<file path="src/rtl/lane_packer_if.sv">
// Handshake bundle between a word-stream source, the lane packer and the
// wide-datapath consumer. The packer takes the slave view, the environment
// driving words in and taking frames out takes the master view.
interface lane_packer_if #(
    parameter int LANES = 8
) ();

    logic [31:0]             in_word;
    logic                    in_valid;
    logic                    in_last;
    logic                    in_ready;
    logic [LANES*32-1:0]     out_lanes;
    logic [$clog2(LANES):0]  out_count;
    logic                    out_valid;
    logic                    out_ready;

    modport slave (
        input  in_word,
        input  in_valid,
        input  in_last,
        output in_ready,
        output out_lanes,
        output out_count,
        output out_valid,
        input  out_ready
    );

    modport master (
        output in_word,
        output in_valid,
        output in_last,
        input  in_ready,
        input  out_lanes,
        input  out_count,
        input  out_valid,
        output out_ready
    );

endinterface

</file>
<file path="src/rtl/lane_packer.sv">
// Serial-to-parallel frame packer. Words are written one per cycle into one of
// two frame banks; a completed bank is presented as a flattened lane vector
// while the other bank keeps filling, so the source is only stalled when the
// consumer is holding two complete frames.
module lane_packer #(
    parameter int LANES = 8
) (
    input  logic               clk,
    input  logic               reset,
    lane_packer_if.slave       bus,
    output logic [31:0]        frame_count
);

    localparam int IW = $clog2(LANES);
    localparam int CW = IW + 1;

    typedef enum logic [1:0] {
        EMPTY   = 2'd0,
        FILLING = 2'd1,
        FULL    = 2'd2
    } bank_status_t;

    logic [31:0]   bank_data     [2][LANES];
    logic [31:0]   bank_data_n   [2][LANES];
    bank_status_t  bank_status   [2];
    bank_status_t  bank_status_n [2];
    logic [CW-1:0] bank_count    [2];
    logic [CW-1:0] bank_count_n  [2];

    logic          wr_sel;
    logic          wr_sel_n;
    logic          rd_sel;
    logic          rd_sel_n;
    logic [IW-1:0] idx;
    logic [IW-1:0] idx_n;
    logic [31:0]   frame_cnt;
    logic [31:0]   frame_cnt_n;

    logic          ready_int;
    logic          valid_int;
    logic          accept;
    logic          consume;
    logic          closing;

    // Handshake qualifiers; in_ready looks only at registered bank status so
    // out_ready never reaches it combinationally.
    always_comb begin
        ready_int = (bank_status[wr_sel] != FULL);
        valid_int = (bank_status[rd_sel] == FULL);
        accept    = bus.in_valid && ready_int;
        consume   = valid_int && bus.out_ready;
        closing   = accept && ((idx == IW'(LANES - 1)) || bus.in_last);
    end

    // Next-state logic: the write bank and the read bank are never the same
    // bank when both an accept and a consume happen, so both updates can be
    // applied independently in the same cycle.
    always_comb begin
        bank_data_n   = bank_data;
        bank_status_n = bank_status;
        bank_count_n  = bank_count;
        wr_sel_n      = wr_sel;
        rd_sel_n      = rd_sel;
        idx_n         = idx;
        frame_cnt_n   = frame_cnt;

        if (accept) begin
            if (idx == '0) begin
                for (int l = 0; l < LANES; l++) begin
                    bank_data_n[wr_sel][l] = (l == 0) ? bus.in_word : 32'd0;
                end
                bank_status_n[wr_sel] = FILLING;
            end else begin
                bank_data_n[wr_sel][idx] = bus.in_word;
            end

            if (closing) begin
                bank_status_n[wr_sel] = FULL;
                bank_count_n[wr_sel]  = CW'(idx) + CW'(1);
                wr_sel_n              = ~wr_sel;
                idx_n                 = '0;
            end else begin
                idx_n = idx + IW'(1);
            end
        end

        if (consume) begin
            bank_status_n[rd_sel] = EMPTY;
            rd_sel_n              = ~rd_sel;
            frame_cnt_n           = frame_cnt + 32'd1;
        end
    end

    // State register; reset discards both banks, including held frames.
    always_ff @(posedge clk or posedge reset) begin
        if (reset) begin
            for (int b = 0; b < 2; b++) begin
                for (int l = 0; l < LANES; l++) begin
                    bank_data[b][l] <= 32'd0;
                end
                bank_status[b] <= EMPTY;
                bank_count[b]  <= '0;
            end
            wr_sel    <= 1'b0;
            rd_sel    <= 1'b0;
            idx       <= '0;
            frame_cnt <= 32'd0;
        end else begin
            bank_data   <= bank_data_n;
            bank_status <= bank_status_n;
            bank_count  <= bank_count_n;
            wr_sel      <= wr_sel_n;
            rd_sel      <= rd_sel_n;
            idx         <= idx_n;
            frame_cnt   <= frame_cnt_n;
        end
    end

    // Output presentation: the read bank is shown only while it holds a
    // complete frame, otherwise data and count read as zero.
    always_comb begin
        bus.in_ready  = ready_int;
        bus.out_valid = valid_int;
        bus.out_lanes = '0;
        bus.out_count = '0;
        if (valid_int) begin
            for (int l = 0; l < LANES; l++) begin
                bus.out_lanes[32*l +: 32] = bank_data[rd_sel][l];
            end
            bus.out_count = bank_count[rd_sel];
        end
        frame_count = frame_cnt;
    end

endmodule

</file>
<file path="src/flat_wrapper.sv">
// flat-port wrapper written by rule: the top's interface ports become plain ports
module lane_packer_flat 
#(
    parameter int LANES = 8
)
  (clk, reset, frame_count, bus_in_word, bus_in_valid, bus_in_last, bus_in_ready, bus_out_lanes, bus_out_count, bus_out_valid, bus_out_ready);
  lane_packer_if #(.LANES(LANES)) bus_i ();
  input  logic clk;
  input  logic reset;
  output logic [31:0] frame_count;
  input wire logic [$bits(bus_i.in_word)-1:0] bus_in_word;
  input wire logic [$bits(bus_i.in_valid)-1:0] bus_in_valid;
  input wire logic [$bits(bus_i.in_last)-1:0] bus_in_last;
  output wire logic [$bits(bus_i.in_ready)-1:0] bus_in_ready;
  output wire logic [$bits(bus_i.out_lanes)-1:0] bus_out_lanes;
  output wire logic [$bits(bus_i.out_count)-1:0] bus_out_count;
  output wire logic [$bits(bus_i.out_valid)-1:0] bus_out_valid;
  input wire logic [$bits(bus_i.out_ready)-1:0] bus_out_ready;
  assign bus_i.in_word = bus_in_word;
  assign bus_i.in_valid = bus_in_valid;
  assign bus_i.in_last = bus_in_last;
  assign bus_in_ready = bus_i.in_ready;
  assign bus_out_lanes = bus_i.out_lanes;
  assign bus_out_count = bus_i.out_count;
  assign bus_out_valid = bus_i.out_valid;
  assign bus_i.out_ready = bus_out_ready;
  lane_packer #(.LANES(LANES)) u_core (.clk(clk), .reset(reset), .bus(bus_i), .frame_count(frame_count));
endmodule
</file>
<file path="config.mk">
export PLATFORM = sky130hd
export DESIGN_NAME = lane_packer_flat
export DESIGN_NICKNAME = d
export VERILOG_FILES = /design/src/rtl/lane_packer_if.sv /design/src/rtl/lane_packer.sv /design/src/flat_wrapper.sv
export SDC_FILE = /design/constraint.sdc
export NUM_CORES = 1
export LEC_CHECK = 0
export ABC_CLOCK_PERIOD_IN_PS = 22800
export CAP_MARGIN = 25
export CORE_ASPECT_RATIO = 1.2
export CORE_MARGIN = 5
export CORE_UTILIZATION = 55
export DETAILED_ROUTE_END_ITERATION = 16
export PLACE_DENSITY_LB_ADDON = 0.15
export SYNTH_ARGS = -nofsm -noshare
export SYNTH_HDL_FRONTEND = slang
export SYNTH_SLANG_ARGS = --single-unit
</file>
<file path="constraint.sdc">
create_clock -name clk -period 22.8 [get_ports clk]
set_clock_uncertainty 0.15 [all_clocks]
set_input_delay 5.7 -clock clk [delete_from_list [all_inputs] [get_ports clk]]
set_output_delay 5.7 -clock clk [all_outputs]
set_load 0.1 [all_outputs]
</file>
Word level (Yosys, flattened, before mapping) --
Cells that the tools add are included.
Word-level totals: bits in registers 561, bits in latches 0, RAM bits 0, ROM bits 0, input port bits 37, output and inout port bits 294, word-level logic and storage cells 122, memories kept 0
Operators by class: add/sub/neg operators 3, multiply operators 0, div/mod/pow operators 0, magnitude comparators 6, equality and inequality tests 3, shifts and indexed selects 0, multiplexer cells 50, bitwise gates (word level) 27, reduce and logical (&&, ||, !) cells 9
Operators with widths (number):
- bitwise AND 512 bit | 7
- NOT 512 bit | 7
- demux 256 bit (select 1 bit) | 9
- two-way mux 256 bit | 6
- bitwise mux 512 bit | 2
- two-way mux 512 bit | 1
- two-way mux 224 bit | 1
- two-way mux 192 bit | 1
- two-way mux 160 bit | 1
- two-way mux 128 bit | 1
- demux 32 bit (select 3 bit) | 1
- two-way mux 96 bit | 1
- two-way mux 32 bit | 2
- two-way mux 64 bit | 1
- two-way mux 4 bit | 10
- adder 32 x 1 -> 32 bit, second input constant | 1
- two-way mux 2 bit | 8
- bitwise mux 8 bit | 1
- logical AND 1 bit | 6
- adder 3 x 1 -> 4 bit, second input constant | 1
- bitwise AND 2 bit | 2
- bitwise AND 4 bit | 1
- demux 2 bit (select 1 bit) | 2
- demux 4 bit (select 1 bit) | 1
- 18 further kinds | 24

Longest topological paths before layout --
word-level depth 14, gate-level depth with buffers 7, mapped depth without buffers 6

Worst setup path after synthesis --
OpenSTA, ideal clock, no wires.
path kind register to output, start reg u_core.rd_sel, end out bus_out_lanes[100], arrival time 2.505 ns, data required time 16.950 ns, slack 14.445 ns, stages on the path, launching flop included 7, buffers on the path 4, path through dfrtp_1 -> buf_2 -> buf_2 -> clkbuf_1 -> buf_2 -> mux2i_1 -> nor2_1
On the way: cells in the longest elaborated chain, start to end 6, elaborated cells between the ends (all ways) 9, classes of those cells eq/ne (1); mux (7); bitwise (1)
RTL lines:
- start: declaration | RTL line lane_packer.sv:32 | logic rd_sel;
- start signal: assignment | RTL line lane_packer.sv:113 | rd_sel <= rd_sel_n;
- NOT 1 -> 2 bit (implied by the code) (*) | RTL line lane_packer.sv:49, lane_packer.sv:128
- two-way mux 2 bit (implied by the code) (3 in series) | RTL line lane_packer.sv:49 | valid_int = (bank_status[rd_sel] == FULL);
- == test 2 bit | RTL line lane_packer.sv:49
- two-way mux 256 bit (*) | RTL line lane_packer.sv:126 | if (valid_int) begin
- end: declaration | RTL line flat_wrapper.sv:15 | output wire logic [$bits(bus_i.out_lanes)-1:0] bus_out_lanes;
Mark *: on every way between the ends. The rest lies on a longest branch, timed or not. The select of a mux whose other input is x is not followed.

Final worst setup path --
start reg u_core.rd_sel, end out bus_out_lanes[152]
The elaborated chain is that of the path after synthesis.

==> run summary <==
Outcome - completed
TNS Setup - 0 ps
Clock sink count - 561
Total Power - 3.854 mW
Hold Crit Class - reg -> reg
Root Buffer - clkbuf_16
TritonCTS clock tree - done
Via count - 18.25k
Max_slew headroom - 24.86%
Max-slew violation count - 0
Post-Synth Simple-Gate Area - 7.551%
Startpoint types - register
Main synth FF type - dfrtp_1
WL/cell - 26.01 um
Req. time, crit path - 16950 ps
Clock edge transition at the registers on the reported setup and hold paths - 60 ps
Rows - 85
Min setup slack post-route - 11850 ps
Grt total ovfl - 0
Die Wd - 203.1 um
CTS resizes - 0
Post-synth ARST share - 100.0%
Net Count, Synth - 2053
Worst-Skew Late Latency - 600 ps
Fillers - 3294
Synth top area cells - dfrtp_1 57%, a22o_1 16%, mux2i_1 11%
Detailed-router iteration count before antenna repair - 5
Synth area leader - dfrtp_1
Largest family of logic cells by synthesized area - compound AO/OA/AOI/OAI gates
Nets - 2283
Leak Pwr - 14.06 nW
Worst-margin pin slew - 1124 ps
Post-synth EDFFs - 0
Register area share after synthesis - 57.05%
Max-cap viol count - 0
Post-synthesis mux area share - 13.64%
RSZ-0062 raised after global routing - no
DRT antenna net count - 0
Fin crit share - 48.03%
Commonest cells in the synthesized netlist - 561 x dfrtp_1, 440 x a22o_1, 280 x nor2_1, 260 x mux2i_1, 98 x buf_2
Crit Path Category - reg -> out
H-tree depth - 2
Tmin final - 10950 ps
HPWL after detailed placement - 46450 um
First-pass GRT wire length - 114600 um
FMAX - 0.09131 GHz
Clock tree buffer depth - 3
DR DRC count - 0
FF/Latch Area - 0.01404 mm2
Die height - 241.7 um
Crit-path max FO - 66
Worst hold stages - 1
Final Hold Viols - 0
Yosys top cell area share - 57.05%
Endpoint class of the critical path - primary output
Max rail drop VDD - 0.1212 mV
Ant. Diodes - 0
CTS Hold Buffers Added - 0
Cells after Synth - 2012
XOR/XNOR Fraction of Synth Area - 1.103%
Syn avg cell area - 12.23 um2
Synth cell types - 55
Core area - 0.04456 mm2
Number of setup violations in the final report - 0
Cell area after layout - 0.03031 mm2
Area added between synthesis and finish - 23.18%
Proportion of layout cells with a drive suffix above 1 - 9.776%
Worst EP arrival - 5100 ps
Total CTS buffers - 53
Pin count of the biggest net entering global routing - 183
Pwr Density - 127.2 mW/mm2
Initial drt markers - 1375
Synth Area in Compound Gates - 16.85%
Vias in the first global route - 18.97k
Post-CTS Setup Repair Bufs - 0
Hold Slack - 331.3 ps
Placed Instance Area - 0.02826 mm2
Initial Utilization - 55.22%
Via density - 6.412
Synthesis-stage register bit count - 561
Final GP Congestion - 0.8774
Antenna violations before repair - 0
Final WL - 74020 um
# IOs - 331
DIE AREA - 0.04909 mm2
Ys Warns - 0
All-layer global routing usage - 29.59%
Adder-cell area share of the yosys netlist - 0.2034%
Reg2Reg Depth - 6
Synth Cell Area - 0.02461 mm2
Post-place setup slack - 12500 ps
Area occupied by multi-input gates - 0.009878 mm2
# port buffers - 330
Cell with the most instances after synthesis - dfrtp_1
path summary, 6_finish.rpt:
| check | start | end | slack [ps] |
|---|---|---|---|
| worst max-delay path | u_core.rd_sel$_DFFE_PP0N_ | bus_out_lanes[152] | 11850 |
| worst min-delay path | u_core.frame_count[31]$_DFFE_PP0N_ | u_core.frame_count[31]$_DFFE_PP0N_ | 330 |
| worst max register to register | u_core.rd_sel$_DFFE_PP0N_ | u_core.frame_count[25]$_DFFE_PP0N_ | 18360 |
| worst min register to register | u_core.frame_count[31]$_DFFE_PP0N_ | u_core.frame_count[31]$_DFFE_PP0N_ | 330 |
| max in group asynchronous | reset | u_core.bank_data[500]$_DFFE_PP0P_ | 14820 |
| min in group asynchronous | reset | u_core.bank_data[99]$_DFFE_PP0P_ | 5230 |
where the power goes:
| part | internal [mW] | switching, mW |
|---|---|---|
| clock network | 0.561 | 0.384 |
| registers | 1.22 | 0.176 |
| logic | 0.491 | 1.03 |
| total | 2.27 | 1.59 |
kinds of logic after synthesis:
group,count (synthesis)
and+or+nand+nor,408
adders and majority gates,4
DFF,561
xor gates and xnor gates,31
buffers and inverters,198
AOI/OAI and AO/OA,483
muxes,327
per-stage QoR:
stage	instances	utilization (%)
6_report	2846	68.02
3_3_place_gp	2739	63.21
5_1_grt	2846	68.02
3_5_place_dp	2743	63.43
4_1_cts	2837	67.60
2_1_floorplan	2012	-
state kept, by name, indices dropped and copies added, names as in the netlist:
signal	count
u_core.bank_count	8
u_core.bank_data	512
u_core.frame_count	32
u_core.idx	3
u_core.wr_sel	1
u_core.bank_status	4
u_core.rd_sel	1
layer usage:
layer / wire length (um) / GRT usage, % / vias to the layer above
li1: - / - / 7791
met1: 30410 / 40.26 / 9461
met2: 35150 / 47.31 / 843
met3: 5681 / 6.485 / 153
met4: 2779 / 10.82 / 0
met5: 0 / 0 / -
worst max-delay path: stages (launching register included):
cell and delay, ps:
dfrtp_4 920, buf_4 900, buf_4 960, mux2i_1 250, nor2_1 170, clkdlybuf4s50_1 1150
cells in the final DEF, fill, tap and decap left out, drive strengths merged, types with 2 or more instances in the layout:
cell / netlist / final
a21oi: 6 / 6
a22o: 440 / 440
a32o: 2 / 2
and2: 3 / 3
and3: 5 / 5
and4: 4 / 4
buf: 105 / 36
bufinv: 0 / 9
clkbuf: 87 / 69
clkdlybuf4s50: 0 / 330
clkinv: 0 / 14
clkinvlp: 0 / 2
dfrtp: 561 / 561
ha: 4 / 4
inv: 6 / 7
mux2: 67 / 67
mux2i: 260 / 260
nand2: 38 / 38
nand2b: 6 / 6
nand3: 21 / 21
nand4: 19 / 19
nor2: 281 / 281
nor2b: 5 / 5
nor3: 13 / 13
nor4: 5 / 5
o211ai: 2 / 2
o21ai: 20 / 20
o2bb2ai: 3 / 3
xnor2: 28 / 28
xor2: 3 / 3
final cells by class:
type                       instances  area share, %
clock inverter                    26          1.238
sequential                       561          46.33
tap                              565          2.332
inverter                           6        0.09907
clock buffer                      68          4.896
timing repair buffer             367          12.52
multi-input combinational       1253          32.59
(Power assumes the default switching activity.)
